[src/rtl/muldiv_pkg.sv]
// muldiv_pkg: shared state encoding and opcode/select constants for the mul/div sequencer
package muldiv_pkg;
   typedef enum logic [2:0] {
      S_IDLE  = 3'd0,
      S_RUN   = 3'd1,
      S_WRITE = 3'd2,
      S_DONE  = 3'd3,
      S_EXC   = 3'd4
   } state_t;
   localparam logic OP_MULT  = 1'b0;
   localparam logic OP_DIV   = 1'b1;
   localparam logic SEL_MULT = 1'b0;
   localparam logic SEL_DIV  = 1'b1;
endpackage

[src/rtl/muldiv_cycle_counter.sv]
// muldiv_cycle_counter: loadable down-counter that holds at zero
module muldiv_cycle_counter #(
   parameter int CNT_W = 6
) (
   input  logic             clk,
   input  logic             reset,
   input  logic             load,
   input  logic [CNT_W-1:0] load_value,
   input  logic             en,
   output logic [CNT_W-1:0] value,
   output logic             zero
);
   assign zero = value == '0;
   always_ff @(posedge clk) begin
      if (reset) value <= '0;
      else if (load) value <= load_value;
      else if (en && !zero) value <= value - 1'b1;
   end
endmodule

[src/rtl/muldiv_ctrl.sv]
// muldiv_ctrl: sequences the iterative multiply/divide units and HI/LO loads, trapping divide-by-zero
module muldiv_ctrl
   import muldiv_pkg::*;
#(
   parameter int MULT_CYCLES = 32,
   parameter int DIV_CYCLES  = 32,
   parameter int CNT_W       = 6
) (
   input  logic        clk,
   input  logic        reset,
   input  logic        start,
   input  logic        op,
   input  logic [31:0] b_operand,
   output logic        mult_init,
   output logic        mult_stop,
   output logic        div_init,
   output logic        div_stop,
   output logic        mux_high_sel,
   output logic        mux_low_sel,
   output logic        high_load,
   output logic        low_load,
   output logic        busy,
   output logic        done,
   output logic        div_zero_exc
);
   localparam logic [CNT_W-1:0] MULT_LAST = CNT_W'(MULT_CYCLES - 1);
   localparam logic [CNT_W-1:0] DIV_LAST  = CNT_W'(DIV_CYCLES - 1);
   state_t           state, state_n;
   logic             op_q, div_zero, accept, first, cnt_zero;
   logic [CNT_W-1:0] cnt;
   assign div_zero = op == OP_DIV && b_operand == '0;
   assign accept   = state == S_IDLE && start && !div_zero;
   muldiv_cycle_counter #(.CNT_W(CNT_W)) u_cnt (
      .clk       (clk),
      .reset     (reset),
      .load      (accept),
      .load_value(op == OP_DIV ? DIV_LAST : MULT_LAST),
      .en        (state == S_RUN),
      .value     (cnt),
      .zero      (cnt_zero)
   );
   always_ff @(posedge clk) begin
      if (reset) begin
         state <= S_IDLE;
         op_q  <= OP_MULT;
      end else begin
         state <= state_n;
         if (accept) op_q <= op;
      end
   end
   // the counter still holds its load value only in the first RUN cycle
   always_comb begin
      state_n      = state == S_IDLE  ? (start ? (div_zero ? S_EXC : S_RUN) : S_IDLE) :
                     state == S_RUN   ? (cnt_zero ? S_WRITE : S_RUN) :
                     state == S_WRITE ? S_DONE : S_IDLE;
      first        = state == S_RUN && cnt == (op_q == OP_DIV ? DIV_LAST : MULT_LAST);
      mult_init    = first && op_q == OP_MULT;
      div_init     = first && op_q == OP_DIV;
      high_load    = state == S_WRITE;
      low_load     = state == S_WRITE;
      mult_stop    = state == S_WRITE && op_q == OP_MULT;
      div_stop     = state == S_WRITE && op_q == OP_DIV;
      mux_high_sel = op_q == OP_DIV ? SEL_DIV : SEL_MULT;
      mux_low_sel  = op_q == OP_DIV ? SEL_DIV : SEL_MULT;
      busy         = state == S_RUN || state == S_WRITE;
      done         = state == S_DONE || state == S_EXC;
      div_zero_exc = state == S_EXC;
   end
endmodule

[config.mk]
export PLATFORM = sky130hd
export DESIGN_NAME = muldiv_ctrl
export DESIGN_NICKNAME = d
export VERILOG_FILES = /design/src/rtl/muldiv_pkg.sv /design/src/rtl/muldiv_cycle_counter.sv /design/src/rtl/muldiv_ctrl.sv
export SDC_FILE = /design/constraint.sdc
export NUM_CORES = 1
export LEC_CHECK = 0
export CAP_MARGIN = 25
export CORE_AREA = 5 5 42 44
export CTS_CLUSTER_DIAMETER = 50
export DETAILED_ROUTE_END_ITERATION = 16
export DIE_AREA = 0 0 47 49
export DONT_BUFFER_PORTS = 1
export PLACE_DENSITY_LB_ADDON = 0.2
export SYNTH_ARGS = -nofsm -noshare
export SYNTH_HDL_FRONTEND = slang
export SYNTH_SLANG_ARGS = --single-unit
export TNS_END_PERCENT = 20
[constraint.sdc]
create_clock -name clk -period 3.8 [get_ports clk]
set_input_delay 0.76 -clock clk [delete_from_list [all_inputs] [get_ports clk]]
set_output_delay 0.76 -clock clk [all_outputs]
set_load 0.05 [all_outputs]
Yosys cells after proc, flatten, opt, wreduce, memory -nomap -nowiden --
Index checks and enable logic that the tools add are counted.
Storage, ports and cells: input port bits 36, flip-flop bits (word level) 10, output and inout bits 11, word-level logic and storage cells 38
Cells by class: equality and inequality tests 5, mux-type cells 9, bitwise gates (word level) 1, reductions and logical operators 18, $add $sub $neg 1
Operator list (number):
- $logic_not 32->1 | 1
- $mux 5 | 2
- $logic_and 1x1->1 | 9
- $mux 3 | 3
- $eq 3x2->1 const B | 2
- $eq 6x5->1 const B | 1
- $logic_not 6->1 | 1
- $mux 2 | 3
- $sub 6x1->6 const B | 1
- $eq 3x1->1 const B | 1
- $eq 3x3->1 const B | 1
- $logic_not 3->1 | 1
- $logic_not 1->1 | 2
- $logic_or 1x1->1 | 2
- $reduce_bool 2->1 | 1
- $reduce_or 2->1 | 1
- $mux 1 | 1
- $not 1->1 | 1

Depth between registers and ports, before layout --
word-level depth 5, gate-level depth with buffers 6, gate-level depth less buffers 6

Modules after synthesis --
Synthesis repeated with hierarchy kept, for this count alone.
Unflattened totals: cell total of the unflattened synthesis 94, area, all modules 782.0 um^2
Modules (own cells, without submodules):
- muldiv_ctrl | times used 1, cells each 52, seq. area each 80.1 um^2, area each 410.4 um^2
- muldiv_cycle_counter | times used 1, cells each 42, seq. area each 120.1 um^2, area each 371.6 um^2

Least setup slack after synthesis --
Ideal clock, no wire load.
path type register to output, from register state[2], to output port done, setup slack 847 ps, data required time 3040 ps, stages on the path, launching flop included 4, path buffers 1, arrival 2193 ps, cell sequence dfxtp_1 buf_6 nor3b_1 o21bai_1
On the way: cells in the longest elaborated chain, start to end 2, elaborated cells on any way between the ends 3, those cells by class eq/ne: 2; reduce/logical: 1
RTL lines:
- from (decl) | line muldiv_ctrl.sv:28 | state_t state, state_n;
- from (signal assigned) | line muldiv_ctrl.sv:47 | state <= state_n;
- $eq 3x3->1
- named net div_zero_exc | line muldiv_ctrl.sv:24 | output logic div_zero_exc
- $logic_or 1x1->1 | line muldiv_ctrl.sv:66 | done = state == S_DONE || state == S_EXC;
- to (decl) | line muldiv_ctrl.sv:23 | output logic done,
The timed path passes the listed nets, and every way through them passes these cells.

Worst setup path in the final report --
from register state[0], to output port mult_init
On the way: cells in the longest elaborated chain, start to end 3
RTL lines:
- $eq 3x1->1 | line muldiv_ctrl.sv:56 | first = state == S_RUN && cnt == (op_q == OP_DIV ? DIV_LAST : MULT_LAST);
- $logic_and 1x1->1 | line muldiv_ctrl.sv:56
- $logic_and 1x1->1 | line muldiv_ctrl.sv:57 | mult_init = first && op_q == OP_MULT;
- to (decl) | line muldiv_ctrl.sv:14 | output logic mult_init,
No other way between the ends.

==> flow_summary.ini <==
[sta]
timing.fmax_mhz = 349
finalSetupViolCount = 0
worst_slew_pin_slew_ns = 1.06
min_period_ns = 2.86
fin_setup_tns_ns = 0
maxSlewViolCount = 0
period_share_pct = 75.3
finalHoldViolCount = 0
clock_skew_ns = 0.00375
rsz0062_at_grt = false
maxSlewHeadroom_pct = 29.1

[clocking]
hold_buffers = 0
cts_setup_buffers = 0
clock-root-buffer = clkbuf_4
htreeDepth = 1
numCtsBuffers = 3
cts_tree = yes
cts.sinks = 10
cts_resized = 0
clockBufferDepth = 2
clkTransAtPathRegs_ns = 0.06
insertion_delay_ns = 0.26

[status]
status = complete, no violations

[drt]
wl_um = 1630
vias = 670
drtIter0Drc = 6
wl_per_cell_um = 15.1
route.detailed.drc = 0
drtAntennaViolNets = 0
firstDrtPassIters = 3
viasPerCell = 6.20

[grt]
grt_pass1_wl_um = 2750
grt_max_degree = 12
grt_pass1_vias = 649
grtUsageTotal_pct = 16.2
grt_overflow = 0
grt_antenna_before_repair = 0

[floorplanning]
die_area_sq_um = 2300
num_rows = 14
fp.dieH_um = 49
io_pins = 47
core_sq_um = 1400
start_util_pct = 53.6
die_w_um = 47

[synthesis]
synth-main-ff-cell = dfxtp_1
synth_most_common_cell = nor2_1
synth.area.top_cells = dfxtp_1, nor2_1, xnor2_1
netlist.area_leader.share_pct = 26.7
syn_inst = 90
synth_edf_count = 0
synth_common_cells = nor2_1, dfxtp_1, nor4_1
synthesis.nets = 128
postSynthAreaPerCell_sq_um = 8.34
yosysUniqueCellTypes = 38
synthArstFlopShare_pct = 0
ys_seq_area_share_pct = 26.7
yosys.area.top_type = dfxtp_1
yosys_warnings = 0
ys_ff_latch = 10
synth_area_sq_um = 751

[final_layout]
n_antenna_cell = 0
design_area_sq_um = 790
nets = 132
drive_gt1_share_pct = 19.6
area_growth_pct = 5.17
final_util_pct = 56.3
final_cells = 108

[critical_path]
max_stage_delay_ns = 0.68
crit_type = flip-flop to output pin
start_kind = flip-flop
cp_max_fo = 7
end_kind = output pin
crit_path_frequent_cell = nor2_1
worstPathArrival_ns = 2.10
cpMaxStageDelayCell = nor2_1
crit_required_ns = 3.04
crit_chain = or3b_1 -> nor2_1 -> nand2_1 -> nor2_1

[placement]
postPlaceCellArea_sq_um = 767
dp_cells = 105
io_buffer_count = 0
post-dp-hpwl_um = 1320
routabilityCongestion = 0.723

[pwr]
powerDensity_nw_per_um2 = 626
vdd_drop_max_uv = 239
leakage_nw = 0.281

[flow_run]
drv_cap = 0

[min_path]
hp-class = flip-flop to flip-flop
-- layout by cell type (no fill, tap or decap), types with 3 or more instances in the layout --
cell	instances
nand2_1	3
inv_1	4
xnor2_1	4
nor2_1	10
dfxtp_1	10
nor3b_2	3
nand3_1	3
buf_4	4
and3_1	3
nor4_1	5
nor3_1	4
o21ai_1	5
clkbuf_4	3
-- final timing paths --
path / from / to / slack [ns] / cells after the start
max: state[0] / mult_init / 0.94 / 4
min: u_cnt.value[5] / u_cnt.value[5] / 0.55 / 2
max reg2reg: state[0] / u_cnt.value[1] / 2.15 / 4
min reg2reg: u_cnt.value[5] / u_cnt.value[5] / 0.55 / 2
-- worst max-delay path: cells and delay by family, from the launching register on --
| family | cells | cell delay (ns) |
|---|---|---|
| and+or+nand+nor | 4 | 1.42 |
| DFF | 1 | 0.42 |
-- logic make-up (layout without fill, tap and decap cells) --
logic type,count (synthesis),in the layout,synth area share (%)
XOR/XNOR,4,4,4.67
buffers and inverters,9,11,7.50
flip-flops,10,10,26.7
adder cells (fa/ha/maj),2,2,3.33
AND/OR/NAND/NOR,46,46,37.5
multiplexers,1,1,1.50
AO/OA/AOI/OAI,18,18,18.8
-- state kept, by name (all words and copies together), names as in the netlist --
name and cells:
op_q 1, state 3, u_cnt.value 6
-- report_power, final --
group	leakage (nW)	total [W]	internal, W	switching [W]
Clock	0.0138	0.0000712	0.0000365	0.0000347
Sequential	0.0828	0.000193	0.000138	0.0000552
Combinational	0.185	0.000230	0.0000888	0.000141
Total	0.281	0.000494	0.000263	0.000231
-- routing by layer --
metal  GRT usage, %  share of wire [%]  vias up
li1               -                  -      340
met1           21.5                 44      293
met2           22.9                 44       33
met3           1.85                8.6        4
met4           12.4                3.4        0
met5              0                  0        -
-- cell type report --
class,count,area [sq um]
Fill cell,148,612
Tap cell,16,20.0
Inverter,4,15.0
Multi-Input combinational cell,71,502
Clock buffer,3,22.5
Timing Repair Buffer,4,30.0
Sequential cell,10,200
-- per-stage QoR --
step / worst slack [ns] / hold slack [ns] / power [W]
2_1_floorplan: 0.847 / 0.512 / 0.000404
3_3_place_gp: 1.25 / 0.531 / 0.000420
3_5_place_dp: 1.21 / 0.542 / 0.000428
4_1_cts: 0.916 / 0.551 / 0.000501
5_1_grt: 0.792 / 0.550 / 0.000539
6_report: 0.937 / 0.553 / 0.000494
Note: power is estimated with default switching activity, not from simulation.
